### config.mk
export PLATFORM = sky130hd
export DESIGN_NAME = r5p_csr_mtrap
export DESIGN_NICKNAME = d
export VERILOG_FILES = /design/src/rtl/r5p_csr_mtrap.sv
export SDC_FILE = /design/constraint.sdc
export NUM_CORES = 1
export LEC_CHECK = 0
export CAP_MARGIN = 20
export CORE_MARGIN = 2
export CORE_UTILIZATION = 55
export CTS_BUF_LIST = sky130_fd_sc_hd__clkbuf_8
export DETAILED_ROUTE_END_ITERATION = 10
export DONT_BUFFER_PORTS = 1
export GPL_TIMING_DRIVEN = 0
export HOLD_SLACK_MARGIN = 0.03
export PLACE_DENSITY = 0.75
export RECOVER_POWER = 50
export SYNTH_ARGS = -nofsm -noshare
export SYNTH_HDL_FRONTEND = slang
export SYNTH_SLANG_ARGS = --single-unit
### constraint.sdc
create_clock -name clk -period 3.2 [get_ports clk]
set_input_delay 0.16 -clock clk [delete_from_list [all_inputs] [get_ports clk]]
set_output_delay 0.16 -clock clk [all_outputs]
set_load 0.02 [all_outputs]
### src/rtl/r5p_csr_mtrap.sv
// r5p_csr_mtrap: machine-mode CSR file and trap sequencer for an RV64 M-only core.
//
// It holds mstatus, misa, mie, mtvec, mscratch, mepc, mcause, mtval and mip.
// It also sequences trap entry, MRET and WFI sleep, and sends redirect targets
// to the fetch stage.
//
// Ports:
//   clk, rst                       clock, synchronous active-high reset
//   csr_ren/csr_wen/csr_op         CSR read/write request, op 01 write / 10 set / 11 clear
//   csr_adr/csr_wdt                CSR address and write data (or set/clear mask)
//   csr_rdt/csr_ill                combinational read data and illegal-access flag
//   ins_ret/ins_pc                 retire strobe (interrupt boundary) and current PC
//   exc_vld/exc_cau/exc_val        synchronous exception, cause code, mtval value
//   mret/wfi                       MRET / WFI executing
//   irq_mei/irq_mti/irq_msi        external, timer and software interrupt lines
//   trp_vld/trp_adr                one-cycle fetch redirect pulse and its target
//   stall                          core held while sleeping in WFI
module r5p_csr_mtrap #(
  parameter int          XLEN      = 64,
  parameter logic [63:0] MISA      = 64'h8000_0000_0000_1104,
  parameter logic [63:0] MTVEC_RST = 64'h0000_0000_8000_0000,
  parameter bit          VEC_EN    = 1'b1
) (
  input  logic            clk,
  input  logic            rst,
  input  logic            csr_ren,
  input  logic            csr_wen,
  input  logic [1:0]      csr_op,
  input  logic [11:0]     csr_adr,
  input  logic [XLEN-1:0] csr_wdt,
  output logic [XLEN-1:0] csr_rdt,
  output logic            csr_ill,
  input  logic            ins_ret,
  input  logic [XLEN-1:0] ins_pc,
  input  logic            exc_vld,
  input  logic [5:0]      exc_cau,
  input  logic [XLEN-1:0] exc_val,
  input  logic            mret,
  input  logic            wfi,
  input  logic            irq_mei,
  input  logic            irq_mti,
  input  logic            irq_msi,
  output logic            trp_vld,
  output logic [XLEN-1:0] trp_adr,
  output logic            stall
);

  typedef enum logic [0:0] {ST_RUN = 1'b0, ST_WFI = 1'b1} state_t;

  state_t      state_r, state_nxt_s;
  logic        mst_mie_r, mst_mpie_r;
  logic [2:0]  mie_r;   // {MEIE, MTIE, MSIE}
  logic [2:0]  mip_r;   // {MEIP, MTIP, MSIP}, registered interrupt lines
  logic [63:0] mtvec_r, mscratch_r, mepc_r, mcause_r, mtval_r;

  logic        impl_s, wr_en_s, wfi_st_s, wake_s, ret_s, exc_s, irq_s, trap_s, mret_s;
  logic [2:0]  pend_s;
  logic [5:0]  int_code_s, code_s;
  logic [63:0] rdt_s, wval_s, trp_adr_s;
  logic        trp_vld_s;

  // Place the three interrupt bits at their mie/mip positions (11/7/3).
  function automatic logic [63:0] irq_to_csr(input logic [2:0] v);
    return {52'd0, v[2], 3'd0, v[1], 3'd0, v[0], 3'd0};
  endfunction

  // CSR read mux; an unmatched address is flagged as unimplemented.
  always_comb begin
    rdt_s  = 64'd0;
    impl_s = 1'b1;
    case (csr_adr)
      12'h300: rdt_s = {51'd0, 2'b11, 3'd0, mst_mpie_r, 3'd0, mst_mie_r, 3'd0};
      12'h301: rdt_s = MISA;
      12'h304: rdt_s = irq_to_csr(mie_r);
      12'h305: rdt_s = mtvec_r;
      12'h340: rdt_s = mscratch_r;
      12'h341: rdt_s = mepc_r;
      12'h342: rdt_s = mcause_r;
      12'h343: rdt_s = mtval_r;
      12'h344: rdt_s = irq_to_csr(mip_r);
      default: impl_s = 1'b0;
    endcase
  end

  assign csr_rdt = rdt_s;
  assign csr_ill = ((csr_ren | csr_wen) & ~impl_s) |
                   (csr_wen & (csr_op != 2'b00) & (csr_adr[11:10] == 2'b11));

  // New CSR value for write/set/clear, based on the currently visible value.
  always_comb begin
    case (csr_op)
      2'b01:   wval_s = csr_wdt;
      2'b10:   wval_s = rdt_s | csr_wdt;
      2'b11:   wval_s = rdt_s & ~csr_wdt;
      default: wval_s = rdt_s;
    endcase
  end

  // Trap decision. While sleeping, only a pending enabled interrupt matters and
  // the wake cycle counts as a retire boundary for the current PC.
  assign pend_s   = mie_r & mip_r;
  assign wfi_st_s = (state_r == ST_WFI);
  assign wake_s   = wfi_st_s & (|pend_s);
  assign ret_s    = wfi_st_s ? wake_s : ins_ret;
  assign exc_s    = ~wfi_st_s & exc_vld;
  assign irq_s    = ret_s & mst_mie_r & (|pend_s);
  assign trap_s   = exc_s | irq_s;
  assign mret_s   = ~wfi_st_s & mret & ~trap_s;
  assign wr_en_s  = csr_wen & (csr_op != 2'b00) & ~csr_ill & ~trap_s;
  assign code_s   = exc_s ? exc_cau : int_code_s;

  // Interrupt priority: external, then software, then timer.
  always_comb begin
    if (pend_s[2]) begin
      int_code_s = 6'd11;
    end else if (pend_s[0]) begin
      int_code_s = 6'd3;
    end else if (pend_s[1]) begin
      int_code_s = 6'd7;
    end else begin
      int_code_s = 6'd0;
    end
  end

  // Redirect target: trap vector (vectored offset only for interrupts) or mepc on MRET.
  always_comb begin
    trp_vld_s = 1'b0;
    trp_adr_s = 64'd0;
    if (trap_s) begin
      trp_vld_s = 1'b1;
      trp_adr_s = {mtvec_r[63:2], 2'b00};
      if (!exc_s && mtvec_r[0]) begin
        trp_adr_s = {mtvec_r[63:2], 2'b00} + {56'd0, int_code_s, 2'b00};
      end else begin
        trp_adr_s = {mtvec_r[63:2], 2'b00};
      end
    end else if (mret_s) begin
      trp_vld_s = 1'b1;
      trp_adr_s = mepc_r;
    end else begin
      trp_vld_s = 1'b0;
    end
  end

  assign trp_vld = trp_vld_s;
  assign trp_adr = trp_adr_s;
  assign stall   = wfi_st_s & ~wake_s;

  // WFI sleep state register.
  always_ff @(posedge clk) begin
    if (rst) begin
      state_r <= ST_RUN;
    end else begin
      state_r <= state_nxt_s;
    end
  end

  // WFI next-state: sleep unless a trap is taken, wake on any enabled pending interrupt.
  always_comb begin
    state_nxt_s = state_r;
    case (state_r)
      ST_RUN: begin
        if (wfi && !trap_s) state_nxt_s = ST_WFI;
        else                state_nxt_s = ST_RUN;
      end
      ST_WFI: begin
        if (wake_s) state_nxt_s = ST_RUN;
        else        state_nxt_s = ST_WFI;
      end
      default: state_nxt_s = ST_RUN;
    endcase
  end

  // CSR state. Later assignments take precedence: a CSR write, then MRET's
  // mstatus update, then trap entry (a trap discards the write entirely).
  always_ff @(posedge clk) begin
    if (rst) begin
      mst_mie_r  <= 1'b0;
      mst_mpie_r <= 1'b0;
      mie_r      <= 3'd0;
      mip_r      <= 3'd0;
      mtvec_r    <= MTVEC_RST;
      mscratch_r <= 64'd0;
      mepc_r     <= 64'd0;
      mcause_r   <= 64'd0;
      mtval_r    <= 64'd0;
    end else begin
      mip_r <= {irq_mei, irq_mti, irq_msi};
      if (wr_en_s) begin
        case (csr_adr)
          12'h300: begin
            mst_mie_r  <= wval_s[3];
            mst_mpie_r <= wval_s[7];
          end
          12'h304: mie_r      <= {wval_s[11], wval_s[7], wval_s[3]};
          12'h305: mtvec_r    <= {wval_s[63:2], 1'b0, (VEC_EN ? wval_s[0] : 1'b0)};
          12'h340: mscratch_r <= wval_s;
          12'h341: mepc_r     <= {wval_s[63:1], 1'b0};
          12'h342: mcause_r   <= wval_s;
          12'h343: mtval_r    <= wval_s;
          default: ;
        endcase
      end
      if (mret_s) begin
        mst_mie_r  <= mst_mpie_r;
        mst_mpie_r <= 1'b1;
      end
      if (trap_s) begin
        mepc_r     <= {ins_pc[63:1], 1'b0};
        mcause_r   <= {~exc_s, 57'd0, code_s};
        mtval_r    <= exc_s ? exc_val : 64'd0;
        mst_mpie_r <= mst_mie_r;
        mst_mie_r  <= 1'b0;
      end
    end
  end

endmodule

# Word-level counts from Yosys, hierarchy flattened
# Cells that the tools add are included.
# Widths: inputs -> output; s select.
# word_totals
ff_bits	327
input_bits	223
out_inout_bits	131
# op_classes
add_sub_neg	1
n_eq_ne	13
n_mux	33
bitwise	25
reduce_logical	25
# op_table
cell	n
$mux 64	13
$pmux 64 s9	1
$pmux 64 s3	1
$eq 12x10->1 const B	9
$add 64x8->64	1
$and 64x64->64	1
$not 64->64	1
$or 64x64->64	1
$reduce_and 2->1	9
$reduce_bool 2->1	7
$mux 1	13
$and 1x1->1	12
$reduce_or 9->1	1
$eq 2x2->1 const B	3
$mux 3	2
$mux 6	1
$not 1->1	6
$reduce_bool 3->1	2
$mux 4	1
$and 3x3->3	1
$or 1x1->1	3
$reduce_or 3->1	1
$eq 2x1->1 const B	1
$logic_and 1x1->1	2
other kinds (3)	4

# Logic depth before layout (Yosys ltp)
# logic_depth
ltp_word	12
depth_mapped	13
depth_no_buf	11

# Worst setup path before layout
# No wires, ideal clock.
# synth_path
path_type	register to output
from	register mie_r[0]
to	output trp_adr[46]
arrival_time_ns	3.008
required_time_ns	3.040
setup_slack_ns	0.032
stages_incl_launch_ff	14
path_buffers	2
cell_sequence	dfxtp_1 > a222oi_1 > buf_2 > inv_1 > ha_1 > inv_1 > fa_1 > nor2b_1 > o21ai_0 > a21oi_1 > clkbuf_1 > nand4_1 > xor2_1 > o21ai_0
# synth_via
elab_chain_len	11
# synth_rtl
element	line_no	text
from (decl)	52	logic [2:0] mie_r;
from (signal assigned)	195	12'h304: mie_r <= {wval_s[11], wval_s[7], wval_s[3]};
$and 3x3->3 (*)	101	assign pend_s = mie_r & mip_r;
branches (longest 9 deep; another with $add 64x8->64)	--	
$mux 64 (*)	129	if (trap_s) begin
to (decl)	44	output logic [XLEN-1:0] trp_adr,
# Every way passes the cells marked *.

# Final worst setup path
# layout_path
from	register mie_r[0]
to	output trp_adr[6]
# Same word-level chain as after synthesis.

==> impl_results.md <==
* Status: complete, but fails checks
* Violated checks: negative hold slack, negative setup slack
* Crit-path cells: a222oi_1, buf_4, o21a_2, buf_4, clkbuf_2, buf_2, nand3_1, o21ai_2
* Seq/Total Area, Yosys at 34.6%
* First-pass detailed-route iteration total at 6
* Setup ws final at -0.468 ns
* Final Hold Slack at -0.0147 ns
* Syn Inst Count at 2377
* Synth Warn # at 0
* Routability cong. at 1.04
* Vias in the first global route at 22170
* Drt drc at 0
* Yosys top cell area share at 34.6%
* FF-to-FF path depth at 7
* Synth Area in Compound Gates at 30.4%
* Vias per std cell at 7.16
* R2r endpoint: mtval_r[29]
* Ys async rst share at 0%
* Number of distinct library cells after synthesis at 81
* Leading cell type in the layout, fill and taps excluded: dfxtp_1
* Slowest cell on crit path: clkbuf_2
* Core Rows at 67
* GRT overflow at 0
* Fin. Hold Viols at 1
* First-pass GRT wire length at 142000 um
* Die area at 35900 sq um
* Slew Limit Headroom at around 3.5%
* Worst-path clk slew at ~0.070 ns
* LEAKAGE at 8.95 nW
* 1st-iter DRT viols at 3701
* Post-Synth Adder-Cell Area at 0.370%
* Worst Path Required at 3.04 ns
* Max-slew violations at 0
* Largest area contributor in the netlist: dfxtp_1
* Total power per unit cell area at 425 nW/um^2
* Syn Nets at 2605
* Post-Syn Area at 18900 sq um
* Main combinational cell family by area after synthesis: compound AO/OA/AOI/OAI gates
* Tcrit/Tclk final at 115%
* Commonest non-fill, non-tap cells in the layout: dfxtp_1 (319), dlygate4sd3_1 (249), nand2_1 (238)
* Simple-gate portion of the synthesized area at 16.1%
* I/O Pins at 354
* RSZ-0062 raised after global routing: true
* FF+latch count, synth at 327
* Routed Antenna Nets at 0
* Max clock buf depth at 3
* Critical path class: reg -> out
* Worst slew pin tran at 1.44 ns
* Critical path's largest stage delay at around 0.48 ns
* Max cap viols at 0
* # nets final at 2947
* F_max at around 0.27 GHz
* Min Tclk post-route at 3.67 ns
* Initial Util at 56.2%
* Drt wl/cell at 30.8 um
* Worst Setup SP: mie_r[0]
* Die Y at 190 um
* Initial antenna violation count at 7
* Worst-Skew Late Latency at 0.71 ns
* Post-synth EDFFs at 0
* P&R area growth vs syn at 29.3%
* Mux cell area share after synthesis at 6.92%
* R2r setup slk at -0.22 ns
* Core area at between 30000 and 40000 sq um
* Die width at 190 um
* Detailed placer's ending HPWL at 67500 um
* GRT Util Overall at about 53%
* Routed WL at 99300 um
* Top post-synthesis cells by area: dfxtp_1 (35%), a211oi_1 (6.4%), a21oi_1 (5.7%), o21ai_0 (4.9%), nand2_1 (4.8%)
* Final setup vio count at 124
* Worst setup path end: trp_adr[6]
* Htree depth at 2
* Worst Path Arrival at ~3.5 ns
* Pin count of the biggest net entering global routing at 16
* Hold WC Path Type: in -> reg
* CP most frequent cell: buf_4
* CTS Sinks at between 300 and 400
* Xor and xnor area share after synthesis at under 10%
* CP startpoint kind: register
* Via Count at approximately 23000
* CTS tree: yes
* R2r startpoint: state_r
* Max VDD drop at 0.386 mV
* Sum Neg Setup Slack at -31.84 ns
* Port Buffer Count at 0
* Average cell area after synthesis at 7.96 sq um
* Crit path max fanout at 10
* Clock skew at between 0.02 and 0.025 ns
* Pwr Total at 10.4 mW
* Top FF cell, synth: dfxtp_1
* Share of layout cells above drive strength 1 at 14.2%
* Critical Path Sink Type: primary output
* Num CTS Buffers at 58
* Root Driver: clkbuf_8
-- cells in the mapped netlist (31+ instances only) --
master	instances
clkbuf_1	158
a22oi_1	87
xor2_1	32
o22ai_1	67
mux2i_1	87
nand4_1	31
o21bai_1	37
nor2_1	175
inv_1	48
a21oi_1	216
o21ai_0	185
a211oi_1	162
mux2_2	35
a21o_1	31
nand3_1	69
nand2_1	241
buf_2	43
dfxtp_1	327
xnor2_1	88
a32oi_1	34
-- layout make-up --
type | count | area (sq um)
repair buffers | 285 | 2900
fillers | 2552 | 9220
clock buffers | 74 | 1020
plain buffers | 222 | 1040
flip-flops and latches | 327 | 6560
multi-input cells | 1777 | 12000
clock inverters | 33 | 223
well taps | 448 | 561
inverters | 48 | 183
diodes | 5 | 12.5
-- power by group --
part | internal [mW] | total (mW) | leakage [nW] | switching (mW)
Sequential | 4.21 | 4.33 | 2.66 | 0.120
Clock | 2.31 | 4.31 | 0.720 | 1.99
Combinational | 0.631 | 1.78 | 5.57 | 1.15
-- stage by stage --
step	setup slack (ns)	utilization [%]	area, sq um	std cells
after floorplan	0.0321	-	18900	2377
after global placement	-1.61	57.8	19500	2825
after detailed placement	-1.23	57.9	19500	2827
after CTS	-0.339	71.1	23900	3200
after global routing	-0.434	72.6	24500	3218
final	-0.468	72.7	24500	3219
-- flip-flops by register name, summed over array words and instances, names as in the netlist --
name / flops
mip_r: 3
mscratch_r: 64
mtvec_r: 63
mtval_r: 64
state_r: 1
mst_mie_r: 1
mst_mpie_r: 1
mie_r: 3
mcause_r: 64
mepc_r: 63
-- timing repair --
item / CTS / global route
pin swaps: 21 / 42
buffers inserted: 15 / 17
setup endpoints to repair: 161 / 179
resized for setup: 200 / 94
gates cloned: 3 / 0
hold buffers: 249 / 0
hold endpoints to repair: 326 / 0
-- worst min-delay path by stage --
stage,start,end,slack (ns),cells after the start
after floorplan,ins_pc[2],mepc_r[2],0.27,2
after global placement,ins_pc[58],mepc_r[58],0.28,2
after detailed placement,ins_pc[2],mepc_r[2],0.28,2
after CTS,csr_wdt[63],mepc_r[63],0.04,3
after global routing,csr_op[0],mepc_r[3],0.05,3
final,csr_op[0],mepc_r[3],-0.01,3
-- critical path, delay by kind of cell (launching register included) --
kind	cells	cell delay, ns
AOI/OAI and AO/OA	3	0.87
buffers and inverters	4	1.38
DFF	1	0.35
and+or+nand+nor	1	0.19
-- cells by family after synthesis --
family,Yosys count
adders and majority gates,5
DFF,327
and+or+nand+nor,646
muxes,124
other,1
AOI/OAI and AO/OA,881
xor gates and xnor gates,120
buffers and inverters,273
-- layer usage --
metal	GRT usage, %	wire (um)	vias up
met4	39.3	8880	4
li1	-	-	9421
met5	0	29	-
met3	16.9	15000	649
met2	78.4	40800	2242
met1	64.5	34600	10740
Power figures use the tool's default switching activity.
